[config.mk]
export PLATFORM = sky130hd
export DESIGN_NAME = exc_commit_flat
export DESIGN_NICKNAME = d
export VERILOG_FILES = /design/src/rtl/exc_commit_if.sv /design/src/rtl/exc_commit.sv /design/src/flat_wrapper.sv
export SDC_FILE = /design/constraint.sdc
export NUM_CORES = 1
export LEC_CHECK = 0
export CELL_PAD_IN_SITES_DETAIL_PLACEMENT = 0
export CELL_PAD_IN_SITES_GLOBAL_PLACEMENT = 1
export CORE_ASPECT_RATIO = 1.2
export CORE_MARGIN = 4
export CORE_UTILIZATION = 38
export CTS_CLUSTER_DIAMETER = 150
export CTS_CLUSTER_SIZE = 24
export DETAILED_ROUTE_END_ITERATION = 12
export DONT_BUFFER_PORTS = 1
export MAX_ROUTING_LAYER = met4
export PLACE_DENSITY_LB_ADDON = 0.1
export SLEW_MARGIN = 5
export SYNTH_ARGS = -nofsm -noshare
export SYNTH_HDL_FRONTEND = slang
export SYNTH_SLANG_ARGS = --single-unit
export TNS_END_PERCENT = 20
[constraint.sdc]
create_clock -name clk -period 3.1 [get_ports clk]
set_input_delay 0.31 -clock clk [delete_from_list [all_inputs] [get_ports clk]]
set_output_delay 0.31 -clock clk [all_outputs]
set_load 0.01 [all_outputs]
[src/rtl/exc_commit_if.sv]
// Commit-to-CP0 exception write bundle plus the fetch redirect handshake.
// The master side is the commit unit. The slave side is CP0 and fetch.
interface exc_commit_if;
  logic        cp0w_we;
  logic        cp0w_bd;
  logic        cp0w_exl;
  logic [4:0]  cp0w_exc;
  logic [31:0] cp0w_epc;
  logic [31:0] cp0w_bva;
  logic        redir_valid;
  logic [31:0] redir_pc;
  logic        redir_ready;

  modport master (
    output cp0w_we, cp0w_bd, cp0w_exl, cp0w_exc, cp0w_epc, cp0w_bva,
    output redir_valid, redir_pc,
    input  redir_ready
  );

  modport slave (
    input  cp0w_we, cp0w_bd, cp0w_exl, cp0w_exc, cp0w_epc, cp0w_bva,
    input  redir_valid, redir_pc,
    output redir_ready
  );
endinterface

[src/rtl/exc_commit.sv]
// Exception commit unit: arbitrates interrupts and faults at commit, writes CP0,
// flushes the pipeline and holds a fetch redirect until it is accepted.
module exc_commit #(
  parameter logic [31:0] EXC_VECTOR = 32'hBFC00380
) (
  input  logic        clk,
  input  logic        rst,
  input  logic        mem_valid,
  input  logic        mem_stall,
  input  logic [31:0] mem_pc,
  input  logic        mem_bd,
  input  logic [31:0] mem_bva,
  input  logic        f_adel_if,
  input  logic        f_ri,
  input  logic        f_ov,
  input  logic        f_sys,
  input  logic        f_bp,
  input  logic        f_adel_ld,
  input  logic        f_ades_st,
  input  logic        f_eret,
  input  logic [7:0]  intr_vect,
  input  logic [31:0] er_epc,
  exc_commit_if.master bus,
  output logic        exl_clr,
  output logic        flush,
  output logic [31:0] exc_count
);
  localparam logic [0:0] ST_IDLE  = 1'b0;
  localparam logic [0:0] ST_REDIR = 1'b1;

  logic [0:0]  state_q, state_d;
  logic [31:0] redir_pc_q, redir_pc_d;
  logic [31:0] exc_count_q, exc_count_d;

  logic        accept;
  logic        sel_valid;
  logic        sel_addr;
  logic [4:0]  sel_code;
  logic        is_exc;
  logic        is_eret;

  assign accept = (state_q == ST_IDLE) && mem_valid && !mem_stall;

  // Priority chain: the interrupt sits above every synchronous fault and ERET.
  always_comb begin
    sel_valid = 1'b1;
    sel_addr  = 1'b0;
    sel_code  = 5'h00;
    if (intr_vect != 8'h00) begin
      sel_code = 5'h00;
    end else if (f_adel_if) begin
      sel_code = 5'h04;
      sel_addr = 1'b1;
    end else if (f_ri) begin
      sel_code = 5'h0A;
    end else if (f_ov) begin
      sel_code = 5'h0C;
    end else if (f_sys) begin
      sel_code = 5'h08;
    end else if (f_bp) begin
      sel_code = 5'h09;
    end else if (f_adel_ld) begin
      sel_code = 5'h04;
      sel_addr = 1'b1;
    end else if (f_ades_st) begin
      sel_code = 5'h05;
      sel_addr = 1'b1;
    end else begin
      sel_valid = 1'b0;
    end
  end

  assign is_exc  = accept && sel_valid;
  assign is_eret = accept && !sel_valid && f_eret;

  assign bus.cp0w_we  = is_exc;
  assign bus.cp0w_bd  = is_exc && mem_bd;
  assign bus.cp0w_exl = is_exc;
  assign bus.cp0w_exc = is_exc ? sel_code : 5'h00;
  assign bus.cp0w_epc = !is_exc ? 32'h0 : (mem_bd ? mem_pc - 32'd4 : mem_pc);
  assign bus.cp0w_bva = (is_exc && sel_addr) ? mem_bva : 32'h0;

  assign exl_clr         = is_eret;
  assign flush           = is_exc || is_eret || (state_q == ST_REDIR);
  assign bus.redir_valid = (state_q == ST_REDIR);
  assign bus.redir_pc    = redir_pc_q;
  assign exc_count       = exc_count_q;

  always_comb begin
    state_d     = state_q;
    redir_pc_d  = redir_pc_q;
    exc_count_d = exc_count_q + {31'd0, is_exc};
    if (is_exc) begin
      state_d    = ST_REDIR;
      redir_pc_d = EXC_VECTOR;
    end else if (is_eret) begin
      state_d    = ST_REDIR;
      redir_pc_d = er_epc;
    end else if ((state_q == ST_REDIR) && bus.redir_ready) begin
      state_d = ST_IDLE;
    end
  end

  always_ff @(posedge clk) begin
    if (rst) begin
      state_q     <= ST_IDLE;
      redir_pc_q  <= 32'h0;
      exc_count_q <= 32'h0;
    end else begin
      state_q     <= state_d;
      redir_pc_q  <= redir_pc_d;
      exc_count_q <= exc_count_d;
    end
  end
endmodule

[src/flat_wrapper.sv]
// flat-port wrapper written by rule: the top's interface ports become plain ports
module exc_commit_flat 
#(
  parameter logic [31:0] EXC_VECTOR = 32'hBFC00380
)
  (clk, rst, mem_valid, mem_stall, mem_pc, mem_bd, mem_bva, f_adel_if, f_ri, f_ov, f_sys, f_bp, f_adel_ld, f_ades_st, f_eret, intr_vect, er_epc, exl_clr, flush, exc_count, bus_cp0w_we, bus_cp0w_bd, bus_cp0w_exl, bus_cp0w_exc, bus_cp0w_epc, bus_cp0w_bva, bus_redir_valid, bus_redir_pc, bus_redir_ready);
  exc_commit_if bus_i ();
  input  logic clk;
  input  logic rst;
  input  logic mem_valid;
  input  logic mem_stall;
  input  logic [31:0] mem_pc;
  input  logic mem_bd;
  input  logic [31:0] mem_bva;
  input  logic f_adel_if;
  input  logic f_ri;
  input  logic f_ov;
  input  logic f_sys;
  input  logic f_bp;
  input  logic f_adel_ld;
  input  logic f_ades_st;
  input  logic f_eret;
  input  logic [7:0] intr_vect;
  input  logic [31:0] er_epc;
  output logic exl_clr;
  output logic flush;
  output logic [31:0] exc_count;
  output wire logic [$bits(bus_i.cp0w_we)-1:0] bus_cp0w_we;
  output wire logic [$bits(bus_i.cp0w_bd)-1:0] bus_cp0w_bd;
  output wire logic [$bits(bus_i.cp0w_exl)-1:0] bus_cp0w_exl;
  output wire logic [$bits(bus_i.cp0w_exc)-1:0] bus_cp0w_exc;
  output wire logic [$bits(bus_i.cp0w_epc)-1:0] bus_cp0w_epc;
  output wire logic [$bits(bus_i.cp0w_bva)-1:0] bus_cp0w_bva;
  output wire logic [$bits(bus_i.redir_valid)-1:0] bus_redir_valid;
  output wire logic [$bits(bus_i.redir_pc)-1:0] bus_redir_pc;
  input wire logic [$bits(bus_i.redir_ready)-1:0] bus_redir_ready;
  assign bus_cp0w_we = bus_i.cp0w_we;
  assign bus_cp0w_bd = bus_i.cp0w_bd;
  assign bus_cp0w_exl = bus_i.cp0w_exl;
  assign bus_cp0w_exc = bus_i.cp0w_exc;
  assign bus_cp0w_epc = bus_i.cp0w_epc;
  assign bus_cp0w_bva = bus_i.cp0w_bva;
  assign bus_redir_valid = bus_i.redir_valid;
  assign bus_redir_pc = bus_i.redir_pc;
  assign bus_i.redir_ready = bus_redir_ready;
  exc_commit #(.EXC_VECTOR(EXC_VECTOR)) u_core (.clk(clk), .rst(rst), .mem_valid(mem_valid), .mem_stall(mem_stall), .mem_pc(mem_pc), .mem_bd(mem_bd), .mem_bva(mem_bva), .f_adel_if(f_adel_if), .f_ri(f_ri), .f_ov(f_ov), .f_sys(f_sys), .f_bp(f_bp), .f_adel_ld(f_adel_ld), .f_ades_st(f_ades_st), .f_eret(f_eret), .intr_vect(intr_vect), .er_epc(er_epc), .bus(bus_i), .exl_clr(exl_clr), .flush(flush), .exc_count(exc_count));
endmodule
==> flow_summary.ini <==
[drt]
drt_pass1_iterations = 4
final_antenna_net_count = 0
viasPerCell = 6.12
drt_iter0_drc = 147
vias = 3731
finalWirelength_um = 12800
wl_per_cell_um = 21.0
remaining_drc_errors = 0

[synthesis]
yosys.area_share.simple_pct = 34.3
ys_ff_latch = 65
ys_seq_area_share_pct = 33.8
synth_fa_ha_area_share_pct = 1.30
synth-compound-area-share_pct = 20.3
ys_top_cells_by_area = dfxtp_1, a21oi_1, and2_1, o21ai_0, nand3_1
synth-xor-area-share_pct = 4.32
synthMuxAreaShare_pct = 1.46
yosys.area.top_type = dfxtp_1
synth_cells = 491
synth_warnings = 0
synth_top_cell_area_share_pct = 33.8
syn_nets = 613
synth_top_family_by_area = simple AND/OR/NAND/NOR gates
syn_area_um2 = 3850
avgSynthCellArea_um2 = 7.84
yosysUniqueCellTypes = 46

[power]
seq_power_share_pct = 40.2
pwr-share-comb_pct = 5.4
max-vdd-ir-drop_mv = 0.249
power_switching_uw = 474
p_leak_uw = 0.00135
clockPowerShare_pct = 54.4
powerDensity_nw_per_um2 = 502
internal-power_uw = 1680
swShare_pct = 22.0

[place]
place_congestion = 0.792
dp.final_hpwl_um = 9920
place_inst = 594
port_buffers = 0
dp_slack_ns = 0.281

[global_route]
antenna_found_initial = 0
globalRouteOverflowTotal = 0
grt_start_max_net_pins = 39
grt_usage_pct = 21.3
grt_pass1_wl_um = 19400
grt_pass1_vias = 3443

[setup_path]
reg2reg_to = u_core.exc_count[27]
cp_max_fo = 18
worst_ep_arrival_time_ns = 3.05
required_ns = 3.37
reg2reg_depth = 8
crit_buf_inv = 1
crit_path_max_incr_delay_ns = 0.73
cpLargestDelayFamily = simple AND/OR/NAND/NOR gates
worst_setup_path_end_kind = flop
startpoint_type = flop
crit_type = flop to flop
reg2reg_slack_ns = 0.31
timing.rr.start = u_core.bus.redir_valid
path_cells = nor3b_2, nand2_1, inv_1, ha_1, nand4_1, or4_1, or4b_1, a21oi_1
slowest_stage = or4_1

[timing]
fin_worst_skew_ns = 0.00673
finalSetupViolCount = 0
slew_viol_final = 0
post-route-period-util_pct = 89.9
setup_tns_ns = 0
finalWorstSetupSlack_ns = 0.314
hold_viol_final = 0
worst_pin_slew_ns = 0.728
grt_setup_unrepaired = no
max_freq_ghz = 0.359
relSlewSlack_pct = 51.5
period_minus_slack_ns = 2.79

[final_layout]
stdcell_count = 610
areaGrowthSynthToFinish_pct = 11.5
drive_gt1_share_pct = 11.6
layout.nets = 601
layout_common_cells = dfxtp_1, a21oi_1, o21ai_0
layout_commonest_cell = dfxtp_1
diodes = 0

[floorplan]
start_util_pct = 38.7
row_count = 40
die_height_um = 118
pin_count = 257
die_area_um2 = 11800
dieWidth_um = 99.9
core_area_um2 = 9960

[cts]
clk_pin_slew_ns = 0.06
cts_tree = yes
cts_buffers = 9
cts_buffer_depth = 2
worstSkewPairLatency_ns = 0.33
hold_buffers = 0
cts_root_buf = clkbuf_16
clock_sinks = 65
post_cts_buffers = 0
cts.htree.levels = 3
ctsResizeCount = 0

[min_path]
hold_class = primary input to flop
worstHoldPathCells = 1
worstHoldStart = rst
hold_end = u_core.exc_count[19]

[run]
cap_viol_max_count = 0

[outcome]
status = finished clean
worst max path at each step:
stage                                 from                    to  slack, ns  depth (start not counted)
floorplan           u_core.bus.redir_valid  u_core.exc_count[22]       0.22                         11
global placement    u_core.bus.redir_valid  u_core.exc_count[25]       0.37                          8
detailed placement  u_core.bus.redir_valid  u_core.exc_count[27]       0.28                          8
CTS                 u_core.bus.redir_valid  u_core.exc_count[27]       0.26                          8
global route        u_core.bus.redir_valid  u_core.exc_count[27]       0.06                          8
finish              u_core.bus.redir_valid  u_core.exc_count[27]       0.31                          8
routing by layer:
layer  up-vias  wire, µm  global-route usage (%)
met1      1780      4980                    24.8
met4         0       182                    7.77
met5         -         0                       -
met3        13      1150                    6.61
li1       1789         -                       -
met2       149      6490                    34.4
stage by stage:
| stage | hold slack [ns] | instance area [µm²] | power, µW | util [%] |
|---|---|---|---|---|
| floorplan | 0.462 | 3850 | 984 | - |
| global placement | 0.383 | 3950 | 1000 | 39.7 |
| detailed placement | 0.385 | 3950 | 1000 | 39.7 |
| CTS | 0.0311 | 4290 | 2180 | 43.1 |
| global route | 0.0322 | 4290 | 2210 | 43.1 |
| finish | 0.0427 | 4290 | 2150 | 43.1 |
final cells by class:
type | instances | area [µm²]
clock buffer | 9 | 225
clock inverter | 7 | 119
fill | 1015 | 5670
inverter | 10 | 37.5
multi-input combinational | 383 | 2380
sequential | 65 | 1300
tap | 126 | 158
timing repair buffer | 10 | 75.1
cell families after synthesis:
kind of cell	Yosys count
compound gates	129
xor+xnor	19
fa+ha+maj	4
buf+inv	43
flops	65
mux	5
other cells	1
simple gates	225
flip-flops by register name, indices dropped and copies added, names as in the netlist:
signal	flops
u_core.bus.redir_pc	32
u_core.exc_count	32
u_core.bus.redir_valid	1
synth_stat cells, drive strengths merged:
cell type / count
o31ai: 14
nor2: 33
nor4: 10
and3: 5
o21bai: 1
buf: 6
and4: 4
o41ai: 4
dfxtp: 65
or3: 16
and3b: 1
nor3: 9
and2: 33
a21oi: 58
nor4b: 2
ha: 4
nand2: 23
clkbuf: 27
nand4b: 1
or2: 5
nand3b: 1
nor2b: 7
inv: 10
conb: 1
o21a: 2
nand3: 36
a21o: 1
or4b: 4
xnor2: 9
nand4: 9
o221a: 12
nand2b: 1
or4: 23
nor3b: 2
mux2: 5
xor2: 10
o21ai: 37
power by group through the flow:
| stage | sequential, µW | combinational, µW | clock [µW] |
|---|---|---|---|
| floorplan | 881 | 103 | 0 |
| detailed placement | 885 | 119 | 0 |
| global placement | 885 | 118 | 0 |
| global route | 868 | 131 | 1220 |
| finish | 867 | 117 | 1170 |
| CTS | 867 | 119 | 1190 |
(Power assumes the default switching activity.)
